$ cat src/rtl/dac_sample_pacer.sv
// Sample FIFO plus fixed-period pacer feeding the DAC D input.
// Samples are released one per tick; the last code is held and a sticky flag is raised on starvation.
module dac_sample_pacer #(
   parameter int WIDTH = 10,
   parameter int DEPTH = 8,
   parameter int DIV_W = 16
) (
   input  logic                     CLK,
   input  logic                     reset,
   input  logic [WIDTH-1:0]         in_data,
   input  logic                     in_valid,
   output logic                     in_ready,
   input  logic                     enable,
   input  logic [DIV_W-1:0]         div,
   input  logic                     clr_flags,
   output logic [WIDTH-1:0]         dac_d,
   output logic                     sample_strobe,
   output logic                     underflow,
   output logic [$clog2(DEPTH):0]   level
);

   localparam int PTR_W = $clog2(DEPTH);
   localparam int LVL_W = PTR_W + 1;
   localparam logic [WIDTH-1:0] MIDSCALE = {1'b1, {(WIDTH-1){1'b0}}};

   logic [WIDTH-1:0] mem [DEPTH];

   logic [PTR_W-1:0] wr_ptr_reg, wr_ptr_next;
   logic [PTR_W-1:0] rd_ptr_reg, rd_ptr_next;
   logic [LVL_W-1:0] level_reg, level_next;
   logic [DIV_W-1:0] cnt_reg, cnt_next;
   logic [WIDTH-1:0] dac_d_reg, dac_d_next;
   logic             strobe_reg, strobe_next;
   logic             underflow_reg, underflow_next;

   logic full, empty, push, tick, pop;

   // Full/empty come from the occupancy count, so pointers never need an extra wrap bit.
   assign full  = (level_reg == LVL_W'(DEPTH));
   assign empty = (level_reg == '0);
   assign push  = in_valid & ~full;
   assign tick  = enable & (cnt_reg == '0);
   assign pop   = tick & ~empty;

   always_comb begin
      cnt_next       = cnt_reg;
      wr_ptr_next    = wr_ptr_reg;
      rd_ptr_next    = rd_ptr_reg;
      level_next     = level_reg;
      dac_d_next     = dac_d_reg;
      strobe_next    = 1'b0;
      underflow_next = underflow_reg;

      // A new div is only picked up on reload, never mid-countdown.
      if (!enable || cnt_reg == '0) begin
         cnt_next = div;
      end else begin
         cnt_next = cnt_reg - 1'b1;
      end

      if (push) begin
         wr_ptr_next = wr_ptr_reg + 1'b1;
      end

      if (pop) begin
         rd_ptr_next = rd_ptr_reg + 1'b1;
         dac_d_next  = mem[rd_ptr_reg];
         strobe_next = 1'b1;
      end

      case ({push, pop})
         2'b10:   level_next = level_reg + 1'b1;
         2'b01:   level_next = level_reg - 1'b1;
         default: level_next = level_reg;
      endcase

      // Set has priority over clear when both land on the same edge.
      if (clr_flags) begin
         underflow_next = 1'b0;
      end
      if (tick && empty) begin
         underflow_next = 1'b1;
      end
   end

   always_ff @(posedge CLK or negedge reset) begin
      if (!reset) begin
         cnt_reg       <= '0;
         wr_ptr_reg    <= '0;
         rd_ptr_reg    <= '0;
         level_reg     <= '0;
         dac_d_reg     <= MIDSCALE;
         strobe_reg    <= 1'b0;
         underflow_reg <= 1'b0;
      end else begin
         cnt_reg       <= cnt_next;
         wr_ptr_reg    <= wr_ptr_next;
         rd_ptr_reg    <= rd_ptr_next;
         level_reg     <= level_next;
         dac_d_reg     <= dac_d_next;
         strobe_reg    <= strobe_next;
         underflow_reg <= underflow_next;
      end
   end

   // Storage carries no reset; stale entries are unreachable once the pointers and level clear.
   always_ff @(posedge CLK) begin
      if (push) begin
         mem[wr_ptr_reg] <= in_data;
      end
   end

   assign in_ready      = ~full;
   assign level         = level_reg;
   assign dac_d         = dac_d_reg;
   assign sample_strobe = strobe_reg;
   assign underflow     = underflow_reg;

endmodule

$ cat config.mk
export PLATFORM = sky130hd
export DESIGN_NAME = dac_sample_pacer
export DESIGN_NICKNAME = d
export VERILOG_FILES = /design/src/rtl/dac_sample_pacer.sv
export SDC_FILE = /design/constraint.sdc
export NUM_CORES = 1
export LEC_CHECK = 0
export BUFFER_PORTS_ARGS = -buffer_cell sky130_fd_sc_hd__buf_4
export CORE_ASPECT_RATIO = 0.7
export CORE_MARGIN = 2
export CORE_UTILIZATION = 25
export CTS_BUF_LIST = sky130_fd_sc_hd__clkbuf_16
export DETAILED_ROUTE_END_ITERATION = 16
export GPL_ROUTABILITY_DRIVEN = 0
export GPL_TIMING_DRIVEN = 0
export HOLD_SLACK_MARGIN = 0.02
export SLEW_MARGIN = 20
export SYNTH_ARGS = -nofsm -noshare
export SYNTH_HDL_FRONTEND = slang
export SYNTH_SLANG_ARGS = --single-unit
$ cat constraint.sdc
create_clock -name CLK -period 2.7 [get_ports CLK]
set_clock_uncertainty 0.1 [all_clocks]
set_input_delay 0 -clock CLK [delete_from_list [all_inputs] [get_ports CLK]]
set_output_delay 0 -clock CLK [all_outputs]
set_load 0.02 [all_outputs]
* After elaboration in Yosys (flattened, before gate mapping)
Memory sizes are Yosys's and may differ from the RTL's. A register that Yosys moved wholly into a read port is not among the register bits. Index checks and enable logic that the tools add are counted.
Word-level totals: RAM bits 80, register bits 28, memories 1, bits of input ports 31, output and inout port bits 17
Memory list:
- mem | words 8, bits a word 10, read ports 1, clocked after memory_dff 1, write ports 1, line 26 | logic [WIDTH-1:0] mem [DEPTH];
Cells by class: bitwise logic cells 5, $add $sub $neg 5, reduce and logical (&&, ||, !) cells 8, equal/unequal tests 3, mux-type cells 7
Operators by type and width (count):
- 16-bit zero test | 1
- 16-bit two-way mux | 1
- 16-bit by 1-bit subtractor with 16-bit output (second input constant) | 1
- 4-bit case mux with 2 select lines | 1
- 3-bit by 1-bit adder with 3-bit output (second input constant) | 2
- 1-bit two-way mux | 5
- 4-bit by 1-bit adder with 4-bit output (second input constant) | 1
- 4-bit equality test (second input constant) | 1
- 4-bit zero test | 1
- 2-bit nonzero test | 2
- 4-bit by 1-bit subtractor with 4-bit output (second input constant) | 1
- 1-bit AND | 3
- 2-bit by 1-bit equality test with 1-bit output (second input constant) | 1
- 2-bit equality test (second input constant) | 1
- 1-bit zero test | 2
- 1-bit NOT | 2
- 1-bit logical AND | 1
- 1-bit logical OR | 1

* Longest topological paths before layout
Gate-level depths: netlist of the first run.
depth in word-level cells 5, mapped depth 13

* Worst setup path before layout of the first run
No wires, ideal clock.
path type reg2reg, start register level_reg[1] (netlist: level[1]), end register level_reg[2] (netlist: level[2]), setup time 135 ps, stages on the path, launching flop included 11, setup slack -10 ps, buffers on the path 1, arrival time 2475 ps, path through dfrtp_1 -> clkbuf_1 -> or4b_1 -> nand2_1 -> ha_1 -> xor2_1 -> ha_1 -> a21oi_1 -> xor2_1 -> nor2_1 -> xor2_1
Between the ends: word-level cells in the longest chain between the ends 5
Ends and longest elaborated chain:
- from (decl) | line 30 | logic [LVL_W-1:0] level_reg, level_next;
- from (signal assigned) | line 99 | level_reg <= level_next;
- 4-bit equality test * | line 39 | assign full = (level_reg == LVL_W'(DEPTH));
- 1-bit NOT *
- via in_ready | line 12 | output logic in_ready,
- 1-bit AND * | line 41 | assign push = in_valid & ~full;
- 2-bit by 1-bit equality test with 1-bit output or 2-bit equality test (tied branches) | line 71 | case ({push, pop})
- 4-bit case mux with 2 select lines or 2-bit nonzero test (tied branches)
The timed path passes the listed nets; every way through them passes the cells marked *. A chain may end at the register's enable or synchronous reset.

* Worst setup path in the final report of the first run
start register cnt_reg[1], end register level_reg[2] (netlist: level[2])
Between the ends: word-level cells in the longest chain between the ends 5
Ends and longest elaborated chain:
- from (decl) | line 31 | logic [DIV_W-1:0] cnt_reg, cnt_next;
- from (signal assigned) | line 96 | cnt_reg <= cnt_next;
- 16-bit zero test * | line 42 | assign tick = enable & (cnt_reg == '0);
- 1-bit AND * | line 42
- 1-bit AND * | line 43 | assign pop = tick & ~empty;
- via pop | line 36 | logic full, empty, push, tick, pop;
- 2-bit by 1-bit equality test with 1-bit output or 2-bit equality test (tied branches) | line 71
- 4-bit case mux with 2 select lines or 2-bit nonzero test (tied branches)
Marks and branches as above.

==> qor.yml, run 1 <==
run_status:
  status: "completed"
synthesis:
  yosys.area.top_type: "edfxtp_1"
  synthMuxAreaShare: 0.1747
  synth_ff_type: "edfxtp_1"
  ys_seq_elements: 118
  synth_fa_ha_area_frac: 0.01749
  synthArstFlopShare: 0.3220
  syn-num-nets: 320
  synth_cells: 282
  ys_warn_count: 0
  synthSimpleGateAreaFrac: 0.07196
  synth_compound_area_frac: 0.01974
  synth-xor-area-share: 0.03323
  synth_top_area_share: 0.4798
  synth_edf_count: 80
  syn-cell-area_sq_um: 5007
  ys_top_cells_by_area: "edfxtp_1 (48%), dfrtp_1 (18%), mux4_2 (9.0%), mux2_2 (3.1%), mux2_1 (2.9%)"
  synth.distinct_cells: 39
  syn_avg_cell_area_sq_um: 17.76
  yosysSeqAreaShare: 0.6699
  synth_top_family_by_area: "multiplexers"
setup_path:
  cp_data_required_time_ns: 2.92
  r2r_end: "level[2]"
  endpoint_kind: "flop"
  cp.depth: 12
  timing.rr.start: "cnt_reg[1]"
  critPathBufInv: 3
  reg2reg_depth: 12
  cp-startpoint: "cnt_reg[1]"
  path_class: "flop to flop"
  slowest_delay_ns: 0.42
  crit_path_end: "level[2]"
  crit_chain: "inv_2 -> ha_4 -> nor3b_4 -> nand4_2 -> nor3b_4 -> buf_12 -> buf_6 -> ha_1 -> a21oi_2 -> xor2_1 -> nor2_1 -> xor2_1"
  critPathSlowestCell: "dfrtp_1"
  rrSetupSlack_ns: 0.10
  cp_top_family: "simple AND/OR/NAND/NOR gates"
  cp.arrival_ns: 2.82
  cp_max_fo: 11
  crit_path_start_kind: "flop"
timing:
  drv_slew: 0
  fin_crit_ns: 2.599
  finalSetupViolations: 0
  hold_viol: 0
  rsz0062_at_grt: "yes"
  fmax_mhz: 384.7
  slew_headroom: 0.4823
  period_share: 0.9627
  worstMarginPinSlew_ns: 0.7766
  fin_setup_tns_ns: 0
grt:
  grt_pass1_vias: 3147
  grtUsageTotal: 0.1095
  antenna_found_initial: 0
  grt_max_degree: 39
  grt_pass1_wl_um: 17330
  gr-total-overflow: 0
power:
  power_mw: 5.476
  max-vdd-ir-drop_mv: 0.4344
  powerDensity_nw_per_um2: 797.6
  p_leak_nw: 2.512
floorplanning:
  die_w_um: 173.2
  fp.dieH_um: 122.4
  initial_core_util: 0.2536
  rows: 43
  io-pin-count: 48
  core_sq_um: 19750
  die_area_sq_um: 21200
clocking:
  cts_tree: "built"
  clkTransAtPathRegs_ns: 0.06
  clock_latency_ns: 0.40
  htree_levels: 4
  clockBufferDepth: 2
  numCtsBuffers: 17
  clockRootBuffer: "clkbuf_16"
  cts_sinks: 118
place:
  placed_area_sq_um: 5737
  dp_hpwl_um: 6901
  io_buffers: 47
route:
  via_per_inst: 4.274
  drt-pass1-iter-count: 4
  drc: 0
  wl_per_cell_um: 16.13
  antenna_left: 0
  drt-initial-drc-count: 171
  drt-total-wl_um: 10970
  vias: 2906
cells_and_area:
  fin_util: 0.3477
  final_area_sq_um: 6865
  fin_nets: 435
  n_antenna_cell: 0
  largest_reg_flops: 80
  drive_above_1_share: 0.4122
  syn2layout_area_growth_pct: 37.11
hold_path:
  holdCritPathClass: "primary input to asynchronous set/reset pin"
run:
  maxCapViolCount: 0
## per-stage QoR
step / hold slack [ns] / setup WS [ns] / instances
floorplan: -0.3956 / 0.01824 / 282
global placement: -0.07872 / -0.4322 / 599
detailed placement: -0.07036 / -0.4360 / 601
CTS: 0.02901 / -0.01193 / 668
global route: 0.06511 / -0.06667 / 680
finish: 0.02960 / 0.1008 / 680
## power by group
part | switching, mW | internal [mW]
clock network | 0.813 | 1.45
registers | 0.193 | 2.21
logic | 0.422 | 0.385
total | 1.43 | 4.05
## worst register-to-register path: cells and delay by family, from the launching register on
family          cells  cell delay [ns]
simple gates        4             0.78
flops               1             0.42
compound gates      1             0.08
fa+ha+maj           2             0.39
xor+xnor            2             0.31
buf+inv             3             0.45
## cells by family (layout without fill, tap and decap cells)
kind of cell               Yosys count  in the layout
DFF                                118            118
xor gates and xnor gates            19             19
muxes                               55             55
AOI/OAI and AO/OA                   16             16
and+or+nand+nor                     53             53
buffers and inverters               14            142
adders and majority gates            7              7
## layout by cell type (no fill, tap or decap), types with 7 or more instances in the layout
master and instances:
mux2_1 13, clkbuf_16 17, nand2_1 9, xor2_1 7, edfxtp_1 80, dfrtp_1 35
xnor2_1 12, buf_4 63, mux2_2 14, mux2_4 8, dlygate4sd3_1 31, mux4_2 20
## worst min-delay path by stage
| stage | endpoint | slack, ns | cells after the start |
|---|---|---|---|
| after global routing | dac_d[6] | 0.07 | 2 |
| after floorplan | cnt_reg[0] | -0.40 | 0 |
| final | dac_d[6] | 0.03 | 2 |
| after global placement | cnt_reg[4] | -0.08 | 1 |
| after CTS | cnt_reg[1] | 0.03 | 3 |
| after detailed placement | cnt_reg[13] | -0.07 | 1 |
## layer usage
metal	up-vias	track usage	wire (um)
met4	0	0.03231	103
met3	8	0.04058	501
met1	1510	0.1400	5042
met5	-	0	0
met2	47	0.1753	5322
li1	1341	-	-
## repair_timing
action / CTS / global route
pin swaps: 3 / 5
hold buffers: 31 / 0
hold endpoints to repair: 138 / 0
buffers inserted: 4 / 13
resized for setup: 7 / 12
setup endpoints to repair: 13 / 3
## area by class of cell
| class | instances | area [sq um] |
|---|---|---|
| fill | 1870 | 12880 |
| inverter | 3 | 11.26 |
| clock buffer | 17 | 425.4 |
| buffer | 10 | 58.81 |
| sequential | 118 | 3357 |
| multi-input combinational | 150 | 1679 |
| timing repair buffer | 97 | 817.0 |
| tap | 270 | 337.8 |
| clock inverter | 15 | 178.9 |
## Yosys cell counts, types with 2 or more instances
cell type   n
xnor2_1    12
nand4b_1    2
nand2_1    10
nand4_1     3
nand2b_1    2
buf_2       4
nor3_1      3
xor2_1      7
edfxtp_1   80
nor4_2      3
nor2_1     11
inv_1       3
o31ai_1     2
o21ai_0     3
clkbuf_1    6
a41oi_1     3
ha_1        7
mux4_2     20
mux2_2     14
nand3b_1    2
mux2_1     13
nor4_4      2
dfrtp_1    37
nor3b_1     2
mux2_4      8
nand3_1     5
a21oi_1     6
No activity file was read; power rests on OpenSTA's default activity.
==> run 2: changes to the inputs <==
Settings changed: CTS_BUF_LIST sky130_fd_sc_hd__clkbuf_16 to sky130_fd_sc_hd__clkbuf_2.
==> run 2 against run 1 <==
Final area rose by 0.58%. Register-to-register slack got worse by 0.03 ns. Largest cell class unchanged. Global-route usage rose by 0.40 points. Cell count rose by 5.1%. First-iteration DRC count rose by 25%. Critical endpoint is now cnt_reg[12]. Worst setup slack got worse by 0.032 ns. Sequential cell count did not move.
==> qor.yml, run 2 (synthesized netlist as in run 1, its figures left out) <==
run_status:
  status: "completed"
timing:
  drv_slew: 0  # unchanged
  worstMarginPinSlew_ns: 0.7714  # -0.005187 ns
  fmax_mhz: 380.0  # -1.2%
  fin_setup_tns_ns: 0  # unchanged
  period_share: 0.9747  # +0.01200
  fin_crit_ns: 2.632  # +0.03239 ns
  rsz0062_at_grt: "yes"
  holdWs_ns: 0.1061  # +0.07651 ns
  finalSetupViolations: 0  # unchanged
  slew_headroom: 0.4858  # +0.003458
  final.setup.worst_slack_ns: 0.06836  # -0.03239 ns
  hold_viol: 0  # unchanged
route:
  drt-initial-drc-count: 213  # +25%
  drc: 0  # unchanged
  via_per_inst: 4.242  # -0.74%
  vias: 3033  # +4.4%
  wl_per_cell_um: 15.97  # -1.0%
  antenna_left: 0  # unchanged
  drt-pass1-iter-count: 4  # unchanged
  drt-total-wl_um: 11420  # +4.1%
place:
  place_ws_ns: -0.4360  # unchanged
  dp_hpwl_um: 6901  # unchanged
  numPlacedInstances: 601  # unchanged
  io_buffers: 47  # unchanged
  placed_area_sq_um: 5737  # unchanged
setup_path:
  r2r_end: "cnt_reg[12]"
  crit_path_start_kind: "flop"
  reg2reg_depth: 6  # -6
  crit_path_end: "cnt_reg[12]"
  cp_data_required_time_ns: 3.15  # +0.23 ns
  timing.rr.start: "cnt_reg[3]"
  cp.arrival_ns: 3.08  # +0.26 ns
  cp-startpoint: "cnt_reg[3]"
  path_class: "flop to flop"
  cp_max_fo: 10  # -1
  endpoint_kind: "flop"
  rrSetupSlack_ns: 0.07  # -0.03 ns
floorplanning:
  die_w_um: 173.2  # unchanged
  initial_core_util: 0.2536  # unchanged
  core_sq_um: 19750  # unchanged
  fp.dieH_um: 122.4  # unchanged
  rows: 43  # unchanged
  die_area_sq_um: 21200  # unchanged
  io-pin-count: 48  # unchanged
power:
  p_switching_mw: 1.336  # -6.4%
  swShare: 0.2980  # +0.03733
  power_frac_seq: 0.530  # +0.091
  p_clk_frac: 0.275  # -0.139
  internal_power_mw: 3.147  # -22%
  combPwrFrac: 0.196  # +0.049
  powerDensity_nw_per_um2: 649.1  # -19%
  p_leak_nw: 2.534  # +0.84%
  max-vdd-ir-drop_mv: 0.2533  # -42%
clocking:
  clock_latency_ns: 0.66  # +0.26 ns
  numCtsBuffers: 17  # unchanged
  clkTransAtPathRegs_ns: 0.19  # +0.13 ns
  htree_levels: 4  # unchanged
  cts_tree: "built"
  clockBufferDepth: 2  # unchanged
  cts_sinks: 118  # unchanged
  clockRootBuffer: "clkbuf_2"
cells_and_area:
  syn2layout_area_growth_pct: 37.91
  n_antenna_cell: 0  # unchanged
  final_area_sq_um: 6905  # +0.58%
  final_cell_mix: "edfxtp_1 (80), dlygate4sd3_1 (71), buf_4 (57), dfrtp_1 (37), mux4_2 (20)"
  largest_reg_flops: 80  # unchanged
  layout.cells.non_filler: 715  # +5.1%
  drive_above_1_share: 0.3618  # -0.05040
  fin_nets: 470  # +8.0%
  final_common_cell: "edfxtp_1"
hold_path:
  holdCritPathClass: "primary input to flop"
grt:
  antenna_found_initial: 0  # unchanged
  grt_pass1_wl_um: 17930  # +3.4%
  gr-total-overflow: 0  # unchanged
  grt_pass1_vias: 3211  # +2.0%
  grt_max_degree: 38  # -2.6%
  grtUsageTotal: 0.1136  # +0.004032
run:
  maxCapViolCount: 0  # unchanged
-- run 2: cell count changes in the layout (fill, tap and decap cells not counted), sizes merged --
cell,change
buf,-6
clkbuf,+1
dlygate4sd3,+40
-- run 2: worst min path at each step --
stage | startpoint | end | slack, ns | cells past startpoint
final | in_valid | wr_ptr_reg[2] | 0.11 | 4
after global routing | in_valid | wr_ptr_reg[2] | 0.07 | 4
after CTS | in_valid | wr_ptr_reg[2] | 0.04 | 4
after detailed placement | reset | cnt_reg[13] | -0.07 | 1
after global placement | reset | cnt_reg[4] | -0.08 | 1
after floorplan | reset | cnt_reg[0] | -0.40 | 0
-- run 2: per-stage QoR --
| step | util | total power [mW] |
|---|---|---|
| 2_1_floorplan | - | 2.817 |
| 3_3_place_gp | 0.2888 | 3.072 |
| 3_5_place_dp | 0.2905 | 3.139 |
| 4_1_cts | 0.3447 | 4.492 |
| 5_1_grt | 0.3497 | 4.715 |
| 6_report | 0.3497 | 4.482 |
-- run 2: repair_timing --
| action | CTS | global route |
|---|---|---|
| buffers inserted | 4 | 6 |
| pin swaps | 5 | 2 |
| resized for setup | 10 | 11 |
| endpoints found under the setup margin | 15 | 10 |
| endpoints found under the hold margin | 194 | 0 |
| hold buffers | 72 | 0 |
-- run 2: layout make-up --
class                   count  area (sq um)
plain buffers              11         65.06
clock buffers              17         85.08
clock inverters            15         178.9
fillers                  1877         12840
inverters                   3         11.26
multi-input cells         150          1688
flip-flops and latches    118          3354
well taps                 270         337.8
repair buffers            131          1185
-- run 2: critical path, cell delays in order (launching register included) --
cell           delay [ns]
dfrtp_1              0.48
nor4_4               0.41
nand4_4              0.17
nand2_1              0.20
buf_4                0.24
mux2_1               0.36
dlygate4sd3_1        0.58
-- run 2: power groups by stage --
stage / logic, mW / registers [mW] / clock network, mW
finish: 0.878 / 2.37 / 1.23
global route: 0.962 / 2.41 / 1.34
CTS: 0.845 / 2.37 / 1.28
detailed placement: 0.734 / 2.40 / 0
global placement: 0.691 / 2.38 / 0
floorplan: 0.419 / 2.40 / 0
-- run 2: layer usage --
metal  up-vias  part of all wire  GRT usage
met2        52              0.49     0.1838
met5         -                 0          0
li1       1408                 -          -
met1      1561              0.45     0.1455
met4         0             0.013    0.03814
met3        12             0.048    0.03625
==> run 3: changes to the inputs <==
--- a/config.mk
+++ b/config.mk
@@ -8,3 +8,3 @@
 export BUFFER_PORTS_ARGS = -buffer_cell sky130_fd_sc_hd__buf_4
-export CORE_ASPECT_RATIO = 0.7
+export CORE_ASPECT_RATIO = 1.1
 export CORE_MARGIN = 2
@@ -16,2 +16,3 @@
 export HOLD_SLACK_MARGIN = 0.02
+export PLACE_DENSITY = 0.46
 export SLEW_MARGIN = 20
--- a/constraint.sdc
+++ b/constraint.sdc
@@ -4,2 +4,2 @@
 set_output_delay 0 -clock CLK [all_outputs]
-set_load 0.02 [all_outputs]
+set_load 0.01 [all_outputs]
==> run 3 against run 2 <==
Power increased by 2.0%. Combinational power decreased by 7.3%. Core utilization is 0.41 points lower. Sequential power about the same. Sequential cell count did not move. Final area shrank 1.3%. Sequential share of layout area increased by 0.65 points. Worst setup slack improved by 0.019 ns. Die area about the same. Cell count shrank 3.5%. Critical path depth is 5 higher.
==> qor.yml, run 3 (synthesized netlist as in run 1, its figures left out) <==
timing:
  finalSetupViolations: 0  # unchanged
  drv_slew: 0  # unchanged
  rsz0062_at_grt: "yes"
  worstMarginPinSlew_ns: 0.8705  # +0.09909 ns
  fin_setup_tns_ns: 0  # unchanged
  hold_viol: 0  # unchanged
  slew_headroom: 0.4197  # -0.06606
  final.setup.worst_slack_ns: 0.08780  # +0.01944 ns
  period_share: 0.9675  # -0.007200
  fin_crit_ns: 2.612  # -0.01944 ns
  holdWs_ns: 0.09605  # -0.01006 ns
  fmax_mhz: 382.8  # +0.74%
cells_and_area:
  regArea_sq_um: 3357  # about the same
  final_cell_mix: "edfxtp_1 (80), dlygate4sd3_1 (62), buf_4 (59), dfrtp_1 (35), mux4_2 (20)"
  drive_above_1_share: 0.3744  # +0.01263
  final_common_cell: "edfxtp_1"
  fill_cells: 1928  # +2.7%
  fin_util: 0.3456  # -0.004087
  fin_nets: 463  # -1.5%
  largest_reg_flops: 80  # unchanged
  syn2layout_area_growth_pct: 36.18
  n_antenna_cell: 0  # unchanged
  multiInputGateArea_sq_um: 1660  # -1.6%
run_status:
  status: "completed"
grt:
  grt_max_degree: 38  # unchanged
  grt_pass1_vias: 3204  # -0.22%
  grt_pass1_wl_um: 17930  # about the same
  grtUsageTotal: 0.1111  # -0.002492
  gr-total-overflow: 0  # unchanged
  antenna_found_initial: 0  # unchanged
route:
  wl_met3_um: 389  # -28%
  drc: 0  # unchanged
  wl_per_cell_um: 16.63  # +4.2%
  m1WireLength_um: 5159  # +0.17%
  vias: 2990  # -1.4%
  drt-pass1-iter-count: 4  # unchanged
  top_layer_used: "met4"
  via_per_inst: 4.333  # +2.2%
  drt-total-wl_um: 11480  # +0.52%
  dr_wl_met2_um: 5778  # +3.6%
  drt-initial-drc-count: 125  # -41%
  antenna_left: 0  # unchanged
setup_path:
  crit_path_start_kind: "flop"
  slowest_delay_ns: 0.49  # -0.09 ns
  cp.arrival_ns: 3.08  # about the same
  path_class: "flop to flop"
  critPathSlowestCell: "dfrtp_2"
  path_common_cell: "xor2_1"
  crit_chain: "nor4_4 -> nand4_2 -> nor3b_4 -> buf_12 -> ha_4 -> xor2_1 -> ha_2 -> a21oi_2 -> xor2_1 -> nor2_1 -> xor2_1"
  cp_max_fo: 4  # -6
  cp_data_required_time_ns: 3.17  # +0.02 ns
  endpoint_kind: "flop"
power:
  p_leak_nw: 2.515  # -0.74%
  powerDensity_nw_per_um2: 670.3  # +3.3%
  max-vdd-ir-drop_mv: 0.3665  # +45%
hold_path:
  holdCritPathClass: "primary input to flop"
clocking:
  numCtsBuffers: 17  # unchanged
  cts_sinks: 118  # unchanged
  clockBufferDepth: 2  # unchanged
  clock_latency_ns: 0.65  # about the same
  cts_tree: "built"
  clkTransAtPathRegs_ns: 0.19  # about the same
  htree_levels: 4  # unchanged
  clockRootBuffer: "clkbuf_2"
place:
  place_ws_ns: -0.4071  # +0.02890 ns
  dp_hpwl_um: 6970  # +1.0%
  io_buffers: 47  # unchanged
run:
  maxCapViolCount: 0  # unchanged
floorplanning:
  fp.dieH_um: 152.4  # +25%
  rows: 54  # +26%
  die_w_um: 138.9  # -20%
  core_sq_um: 19730  # about the same
  io-pin-count: 48  # unchanged
  initial_core_util: 0.2538  # about the same
  die_area_sq_um: 21180  # about the same
==> run 3: cell count changes in the layout (fill, tap and decap cells not counted), sizes merged <==
cell	before	now
dlygate4sd3	71	62
clkinv	9	5
buf	65	67
bufinv	3	5
clkbuf	23	25
clkinvlp	1	2
inv	5	4
==> run 3: routing by layer <==
metal | up-vias | global-route usage
li1 | 1394 | -
met1 | 1519 | 0.1373
met2 | 65 | 0.1888
met3 | 12 | 0.03394
met4 | 0 | 0.03078
met5 | - | 0
==> run 3: worst paths after layout <==
check / start / endpoint / slack (ns) / cells after the start
max in group asynchronous: reset / level[3] / 1.99 / 4
max: cnt_reg[6] / level[2] / 0.09 / 11
min reg2reg: dac_d[1] / dac_d[1] / 0.44 / 1
max reg2reg: cnt_reg[6] / level[2] / 0.09 / 11
min in group asynchronous: reset / cnt_reg[4] / 0.30 / 4
min: in_valid / wr_ptr_reg[2] / 0.1 / 4
==> run 3: report_power, final <==
part / internal (mW) / switching [mW] / leakage (nW) / total, mW
registers: 2.20 / 0.170 / 1.20 / 2.37
clock network: 0.706 / 0.677 / 0.170 / 1.38
logic: 0.402 / 0.412 / 1.15 / 0.814
==> run 3: worst max-delay path, delay by kind of cell, from the launching register on <==
kind / cells / cell delay, ns
and+or+nand+nor: 4 / 0.98
DFF: 1 / 0.49
xor gates and xnor gates: 3 / 0.44
adders and majority gates: 2 / 0.32
buffers and inverters: 1 / 0.15
AOI/OAI and AO/OA: 1 / 0.03
==> run 3: layout make-up <==
| cell class | instances | share of cell area |
|---|---|---|
| tap | 252 | 0.04624 |
| sequential | 118 | 0.4923 |
| buffer | 11 | 0.009174 |
| timing repair buffer | 124 | 0.1633 |
| clock buffer | 19 | 0.01394 |
| inverter | 3 | 0.001651 |
| multi-input combinational | 150 | 0.2435 |
| clock inverter | 13 | 0.02991 |
==> run 3: stage by stage <==
stage | power (mW) | cell area [sq um] | std cells
after CTS | 4.627 | 6768 | 686
after floorplan | 2.785 | 5007 | 282
after global routing | 4.813 | 6819 | 690
final | 4.570 | 6819 | 690
after detailed placement | 3.122 | 5723 | 583
after global placement | 3.062 | 5675 | 581
==> run 3: repair_timing <==
item / CTS / global route
resized for setup: 8 / 6
hold endpoints to repair: 187 / 0
endpoints found under the setup margin: 3 / 6
hold buffers: 63 / 0
pin swaps: 4 / 5
buffers inserted: 8 / 4
